$ cat config.mk
export PLATFORM = sky130hd
export DESIGN_NAME = fc_sequencer
export DESIGN_NICKNAME = d
export VERILOG_FILES = /design/src/rtl/fc_pkg.sv /design/src/rtl/fc_addr_gen.sv /design/src/rtl/fc_sequencer.sv
export SDC_FILE = /design/constraint.sdc
export NUM_CORES = 1
export LEC_CHECK = 0
export ABC_AREA = 1
export CORE_MARGIN = 1.5
export CORE_UTILIZATION = 52
export DETAILED_ROUTE_END_ITERATION = 10
export PLACE_DENSITY = 0.81
export SETUP_SLACK_MARGIN = 0.5
export SLEW_MARGIN = 20
export SYNTH_ARGS = -nofsm -noshare
export SYNTH_HDL_FRONTEND = slang
export SYNTH_HIERARCHICAL = 1
export SYNTH_SLANG_ARGS = --single-unit
$ cat constraint.sdc
create_clock -name clk -period 3 [get_ports clk]
set_input_delay 0.9 -clock clk [delete_from_list [all_inputs] [get_ports clk]]
set_output_delay 0.9 -clock clk [all_outputs]
set_load 0.05 [all_outputs]
$ cat src/rtl/fc_pkg.sv
// Shared types and defaults for the fully-connected layer sequencer.
// Defaults track the Q5.11, 4-lane MAC datapath.
package fc_pkg;

  localparam int FC_SIZE      = 16;
  localparam int FC_PRECISION = 11;
  localparam int FC_LANES     = 4;
  localparam int FC_CNT_W     = 12;
  localparam int FC_ADDR_W    = 16;

  typedef enum logic [2:0] {
    IDLE,
    BIAS,
    CLEAR,
    ACC,
    CAPT,
    WRITE
  } fc_state_t;

  // Full mask except on the last chunk of a ragged input vector.
  function automatic logic [31:0] lane_mask_f(input logic last, input logic [31:0] rem);
    if (!last || rem == 32'd0) lane_mask_f = '1;
    else                       lane_mask_f = (32'd1 << rem) - 32'd1;
  endfunction

endpackage

$ cat src/rtl/fc_addr_gen.sv
// Chunk counter, running weight pointer and lane mask for the accumulate phase.
// Addresses lead the enable by one chunk to cover the 1-cycle memory latency.
module fc_addr_gen
  import fc_pkg::*;
#(
  parameter int INPUT_SZ = FC_LANES,
  parameter int CNT_W    = FC_CNT_W,
  parameter int ADDR_W   = FC_ADDR_W
) (
  input  logic                clk,
  input  logic                rst,
  input  logic                restart,
  input  logic                in_clear,
  input  logic                in_acc,
  input  logic [CNT_W-1:0]    n_chunks,
  input  logic [CNT_W-1:0]    rem,
  output logic [ADDR_W-1:0]   w_ptr,
  output logic [ADDR_W-1:0]   x_addr,
  output logic                last,
  output logic [INPUT_SZ-1:0] lane_mask
);

  logic [CNT_W-1:0] k;

  assign last = (k == n_chunks - CNT_W'(1));

  // w_ptr is never rewound between neurons: it already sits on the next neuron's base.
  always_ff @(posedge clk or posedge rst) begin
    if (rst) begin
      k     <= '0;
      w_ptr <= '0;
    end else if (restart) begin
      k     <= '0;
      w_ptr <= '0;
    end else if (in_clear) begin
      k     <= '0;
      w_ptr <= w_ptr + ADDR_W'(1);
    end else if (in_acc && !last) begin
      k     <= k + CNT_W'(1);
      w_ptr <= w_ptr + ADDR_W'(1);
    end
  end

  assign x_addr    = in_acc ? ADDR_W'(k) + ADDR_W'(1) : '0;
  assign lane_mask = in_acc ? INPUT_SZ'(lane_mask_f(last, 32'(rem))) : '0;

endmodule

$ cat src/rtl/fc_sequencer.sv
// Per-neuron sequencer for one fully-connected layer: bias clear, chunked
// accumulate, then a valid/ready hand-off of each neuron result.
module fc_sequencer
  import fc_pkg::*;
#(
  parameter int SIZE     = FC_SIZE,
  parameter int INPUT_SZ = FC_LANES,
  parameter int CNT_W    = FC_CNT_W,
  parameter int ADDR_W   = FC_ADDR_W
) (
  input  logic                clk,
  input  logic                rst,
  input  logic                start,
  input  logic                abort,
  input  logic [CNT_W-1:0]    in_count,
  input  logic [CNT_W-1:0]    out_count,
  output logic [ADDR_W-1:0]   b_addr,
  output logic [ADDR_W-1:0]   w_addr,
  output logic [ADDR_W-1:0]   x_addr,
  output logic [INPUT_SZ-1:0] lane_mask,
  output logic                alu_clear,
  output logic                alu_enable,
  input  logic [SIZE-1:0]     alu_value,
  output logic                out_valid,
  input  logic                out_ready,
  output logic [SIZE-1:0]     out_data,
  output logic [CNT_W-1:0]    out_addr,
  output logic                busy,
  output logic                done
);

  fc_state_t        state, state_nxt;
  logic             done_nxt;
  logic             accept;
  logic             last_chunk;
  logic             last_neuron;
  logic [CNT_W-1:0] neuron;
  logic [CNT_W-1:0] n_chunks;
  logic [CNT_W-1:0] rem;
  logic [CNT_W-1:0] out_cnt;

  assign accept      = (state == IDLE) && start && !abort &&
                       (in_count != '0) && (out_count != '0);
  assign last_neuron = (neuron == out_cnt - CNT_W'(1));

  fc_addr_gen #(
    .INPUT_SZ(INPUT_SZ),
    .CNT_W   (CNT_W),
    .ADDR_W  (ADDR_W)
  ) u_addr_gen (
    .clk      (clk),
    .rst      (rst),
    .restart  (accept || abort),
    .in_clear (state == CLEAR),
    .in_acc   (state == ACC),
    .n_chunks (n_chunks),
    .rem      (rem),
    .w_ptr    (w_addr),
    .x_addr   (x_addr),
    .last     (last_chunk),
    .lane_mask(lane_mask)
  );

  always_ff @(posedge clk or posedge rst) begin
    if (rst) begin
      state <= IDLE;
      done  <= 1'b0;
    end else begin
      state <= state_nxt;
      done  <= done_nxt;
    end
  end

  // abort overrides everything, including a transfer or a start in the same cycle
  always_comb begin
    state_nxt = state;
    done_nxt  = 1'b0;
    if (abort) begin
      state_nxt = IDLE;
    end else begin
      case (state)
        IDLE: begin
          if (accept)     state_nxt = BIAS;
          else if (start) done_nxt  = 1'b1;
        end
        BIAS:  state_nxt = CLEAR;
        CLEAR: state_nxt = ACC;
        ACC:   if (last_chunk) state_nxt = CAPT;
        CAPT:  state_nxt = WRITE;
        WRITE: begin
          if (out_ready) begin
            if (last_neuron) begin
              state_nxt = IDLE;
              done_nxt  = 1'b1;
            end else begin
              state_nxt = BIAS;
            end
          end
        end
        default: state_nxt = IDLE;
      endcase
    end
  end

  // Layer parameters, neuron index and the registered output word.
  always_ff @(posedge clk or posedge rst) begin
    if (rst) begin
      neuron    <= '0;
      n_chunks  <= '0;
      rem       <= '0;
      out_cnt   <= '0;
      out_valid <= 1'b0;
      out_data  <= '0;
      out_addr  <= '0;
    end else if (abort) begin
      neuron    <= '0;
      out_valid <= 1'b0;
    end else begin
      if (accept) begin
        neuron   <= '0;
        n_chunks <= CNT_W'(in_count / INPUT_SZ) + CNT_W'((in_count % INPUT_SZ) != 0);
        rem      <= CNT_W'(in_count % INPUT_SZ);
        out_cnt  <= out_count;
      end
      if (state == CAPT) begin
        out_data  <= alu_value;
        out_addr  <= neuron;
        out_valid <= 1'b1;
      end
      if (state == WRITE && out_ready) begin
        out_valid <= 1'b0;
        if (!last_neuron) neuron <= neuron + CNT_W'(1);
      end
    end
  end

  assign b_addr     = ADDR_W'(neuron);
  assign alu_clear  = (state == CLEAR);
  assign alu_enable = (state == ACC);
  assign busy       = (state != IDLE);

endmodule
# Yosys cells after proc, flatten, opt, wreduce, memory -nomap -nowiden
# Index checks and enable logic that the tools add are counted.
# W data, S select, Z words.
# totals
reg_bits,99
latchBits,0
mem_bits_rw,0
rom_bits,0
input_bits,45
out_inout_bits,85
word_cells,80
memories,0
# classes
add_sub_neg,8
n_mul,0
n_div,0
n_lt_le_gt_ge,0
eq_ne,10
shifts,1
mux,28
bitwise,1
reduce_logical,21
# ops
cell,n
$mux W12,7
$mux W16,4
$reduce_bool A32 Y1,1
$add A12 B1 Y12 const B,2
$eq A12 B12 Y1,2
$reduce_bool A12 Y1,2
$sub A12 B1 Y12 const B,2
$pmux W3 S6,1
$add A16 B1 Y16 const B,1
$add A12 B1 Y13 const B,1
$logic_not A12 Y1,1
$mux W3,4
$add A10 B1 Y11,1
$mux W1,9
$ne A3 B3 Y1 const B,3
$reduce_bool A3 Y1,3
$mux W4,2
$eq A3 B2 Y1 const B,2
$eq A3 B3 Y1 const B,2
$logic_and A1 B1 Y1,6
$reduce_and A2 Y1,2
$shl A1 B2 Y4 const A,1
$sub A4 B1 Y4 const B,1
$eq A3 B1 Y1 const B,1
other kinds (6),8

# Longest topological paths before layout
# depth
word_depth,9
depth_mapped,18
depth_no_buf,18

# By module
# Netlist, hierarchy kept.
# by_module_without_submodules
module,n_inst,cells_each,area_each_um2,seq_area_each_um2
fc_sequencer,1,450,3761.1,1751.7
fc_addr_gen,1,412,2518.7,700.7

# Worst setup path after synthesis
# No wires, ideal clock.
# synth_path
path_type,register -> output
start,reg state[2]
end,out x_addr[9]
arrival_time_ns,3.009
t_required_ns,2.100
setup_slack_ns,-0.909
stages_incl_launch_ff,6
n_path_buf,2
cell_sequence,dfrtp_1 buf_2 nor2_1 clkbuf_1 inv_1 nor3b_1
# synth_between
elab_chain_len,2
# synth_lines
item,line_no,text
"start, declared",fc_sequencer.sv:32,"fc_state_t state, state_nxt;"
"start signal, assigned",fc_sequencer.sv:69,state <= state_nxt;
$eq A3 B2 Y1,--,
net alu_enable,fc_sequencer.sv:22,"output logic alu_enable,"
$mux W16,fc_addr_gen.sv:44,assign x_addr = in_acc ? ADDR_W'(k) + ADDR_W'(1) : '0;
"end, declared",fc_sequencer.sv:19,"output logic [ADDR_W-1:0] x_addr,"
# The timed path passes the listed nets, and every way through them passes these cells.

# Final worst setup path
# layout_path
start,reg n_chunks[4]
end,out lane_mask[2]
# layout_between
elab_chain_len,6
# layout_lines
item,line_no,text
"start, declared",fc_sequencer.sv:38,logic [CNT_W-1:0] n_chunks;
"start signal, assigned",fc_sequencer.sv:121,n_chunks <= CNT_W'(in_count / INPUT_SZ) + CNT_W'((in_count % INPUT_SZ) != 0);
$sub A12 B1 Y12,fc_addr_gen.sv:25,assign last = (k == n_chunks - CNT_W'(1));
$eq A12 B12 Y1,fc_addr_gen.sv:25,
$logic_not A1 Y1,fc_pkg.sv:22,if (!last || rem == 32'd0) lane_mask_f = '1;
$logic_or A1 B1 Y1,fc_pkg.sv:22,
$mux W4,fc_pkg.sv:22,
$mux W4,fc_addr_gen.sv:45,"assign lane_mask = in_acc ? INPUT_SZ'(lane_mask_f(last, 32'(rem))) : '0;"
"end, declared",fc_sequencer.sv:20,"output logic [INPUT_SZ-1:0] lane_mask,"
# Every way passes these cells.

==> impl_results.md <==
* PD cells at 703.3 nW/um^2
* Routed len/inst at 16.44 um
* Total power at 6.423 mW
* Most Frequent Cell on Critical Path: nand2_1
* Min-delay src: out_addr[10]
* RR Startpoint: n_chunks[4]
* Remaining Overflow, GRT at 0
* Seq/Total Area, Yosys at between 30% and 40%
* CTS HTree Levels at 3
* Maxcap violations at 0
* Number of buffers created by CTS at 9
* Initial antenna violation count at 0
* Gr usage total at 27.81%
* Worst hold path depth at 2
* RR Endpoint: u_addr_gen/w_ptr[4]
* Syn avg cell area at roughly 7.3 sq um
* Static leakage at 4.338 nW
* Die ar. at 12,750 sq um
* Post-synthesis instance area at around 6300 sq um
* CTS tree: done
* Yosys top cell area share at 39.05%
* Clock Skews at 0.006782 ns
* Violated checks: negative setup slack
* Hold Path Class: reg -> reg
* Core Box Area at 11,610 sq um
* Place WS at just under 0.1 ns
* Routability congestion estimate at 0.8571
* Vias in the first global route at a little over 6,000
* Period utilisation layout at 113.1%
* Vias per std cell at about 5.6
* Final Hold Fails at 0
* Critical Path End Type: output port
* Crit-path max FO at 5
* WP data required at 2.10 ns
* Fill cells at 746
* Area contributors post-synth: dfrtp_1 (39%), nand2_1 (15%), nand3_1 (9.1%), inv_1 (4.5%), nor2_1 (4.4%)
* Slew @ Worst Pin at 0.5292 ns
* Final worst slack at -0.3938 ns
* Setup CP Type: reg -> out
* I/O Pins at 130
* DRT Pass-1 Iters at 7
* Number of remaining DRC errors at 0
* CP Launch Type: register
* FP Rows at 39
* Fin. max-slew vios at 0
* Drt first-iter violations at about 470
* Period minus WS final at 3.394 ns
* Yosys warning count at 6
* Diode count at 0
* Die Span X at about 110 um
* Setup Total Neg Slack at -1.160 ns
* Crit path arrival time at between 2 and 2.5 ns
* Peak VDD IR at 0.5987 mV
* Cell taking the most area after synthesis: dfrtp_1
* Setup violators final at 3
* Layout net count at 1,098
* Via count at 6,708
* Port Buffers at between 100 and 150
* Largest net degree at the start of global routing at 42
* CP max stage cell: dfrtp_1
* RSZ-0062 raised after global routing: true
* Reg2reg setup slack at 0.24 ns
* Num Clock Sinks at 98
* Final Util at 78.64%
* End of the worst hold path: out_addr[10]
* Commonest non-fill, non-tap cell in the layout: nand2_1
* First-pass GRT wire length at 28.70 mm
* Worst r2r path cells at 15
* Max_slew headroom at 64.61%
* Fmax at 0.2947 GHz
* Final ANT Viol Nets at 0
* CP max stage delay at between 0.4 and 0.5 ns
* Starting Density at between 50% and 60%
* Yosys cell types at 37
* Crit path cell chain: nor2_2, nand3_1, nor2_1, nand2_1, nand2_1, nand2_1, nor2_2, nand3_2, nor2_4, a21oi_2, buf_6
* Post-DP HPWL at 11.90 mm
* Die Height at 112.9 um
* Commonest non-fill, non-tap cells in the layout: nand2_1 (236), nand3_1 (105), dfrtp_1 (91)
* Clk buf depth at 2
* Fraction of layout cells with a size suffix above 1 at 23.43%
* Clk_lat worst skew at 0.35 ns
* Status: finished, violations left
* Routed WL at 19.62 mm
* Area growth from synthesis to layout at 45.43%
* Clock-pin slew on the worst setup and hold paths at 0.07 ns
* CTS root buf: clkbuf_16
* Flops & latches, synth at 98
* Post-Synthesis Cells at roughly 860
## power by group
part           internal (mW)  switching, mW  total [mW]
Combinational           1.16           2.07        3.23
Clock                  0.757          0.520        1.28
Sequential              1.61          0.298        1.91
Total                   3.53           2.89        6.42
## routing by layer
metal	wire length, um	track usage [%]
met1	7393	33.97
met2	9968	49.47
met3	1570	5.517
met4	683	9.167
met5	0	0
## timing repair
action	in CTS	in global routing
resized for setup	93	71
endpoints found under the setup margin	61	57
gates cloned	1	1
hold buffers	0	0
buffers inserted	26	20
pin swaps	18	34
## registers in the layout, summed over array words and instances (netlist names)
signal	count
out_data	16
u_addr_gen/w_ptr	16
neuron	12
out_addr	12
out_cnt	12
u_addr_gen/k	12
n_chunks	11
state	3
rem	2
done	1
out_valid	1
## cell type report
class,instances,area (sq um),share of cell area [%]
clock inverter,6,87.58,0.9590
clock buffer,10,239.0,2.617
sequential,98,2461,26.95
tap,143,178.9,1.959
timing repair buffer,190,1977,21.65
multi-input combinational,661,3862,42.29
inverter,85,326.6,3.576
## how the worst max path moves through the flow
stage | startpoint | endpoint | slack [ns] | cells past startpoint
final | n_chunks[4] | lane_mask[2] | -0.39 | 11
after global routing | n_chunks[4] | lane_mask[2] | -0.46 | 11
after CTS | n_chunks[0] | lane_mask[2] | -0.07 | 14
after detailed placement | out_count[1] | u_addr_gen/w_ptr[14] | 0.1 | 9
after global placement | out_count[1] | u_addr_gen/w_ptr[12] | 0.19 | 9
after floorplan | state[1] | x_addr[9] | 0.24 | 5
## critical path: cells and delay by family (launching register included)
kind / cells / cell delay, ns
AND/OR/NAND/NOR: 9 / 1.43
flip-flops: 1 / 0.47
buffers and inverters: 1 / 0.15
AO/OA/AOI/OAI: 1 / 0.09
## logic make-up (layout without fill, tap and decap cells)
kind of cell | after synthesis | after routing | share of synthesized area [%]
fa+ha+maj | 8 | 8 | 1.594
mux | 18 | 18 | 3.228
flops | 98 | 98 | 39.05
compound gates | 67 | 67 | 5.400
other cells | 2 | 20 | 0.1196
simple gates | 512 | 512 | 37.14
buf+inv | 121 | 291 | 8.448
xor+xnor | 36 | 36 | 5.021
## stage by stage
| step | cells | cell area, sq um | hold slack, ns |
|---|---|---|---|
| final | 1193 | 9133 | 0.5049 |
| after CTS | 1172 | 8640 | 0.5100 |
| after global placement | 1129 | 7926 | 0.4730 |
| after floorplan | 880 | 6510 | 0.4679 |
| after global routing | 1193 | 9133 | 0.5206 |
| after detailed placement | 1129 | 7926 | 0.4857 |
## synthesized netlist by cell type, drive strengths merged
library cell and n:
a21oi 24, conb 2, dfrtp 98, and2 1
a31oi 1, mux2 18, nor2 93, buf 19
nor3 18, nor4 7, nand4 8, nor3b 3
xnor2 5, nand3 117, o21ai 41, inv 85
or4 1, xor2 31, o21bai 1, ha 8
nand2 255, or2 3, nand3b 6, clkbuf 17
(Power assumes the default switching activity.)
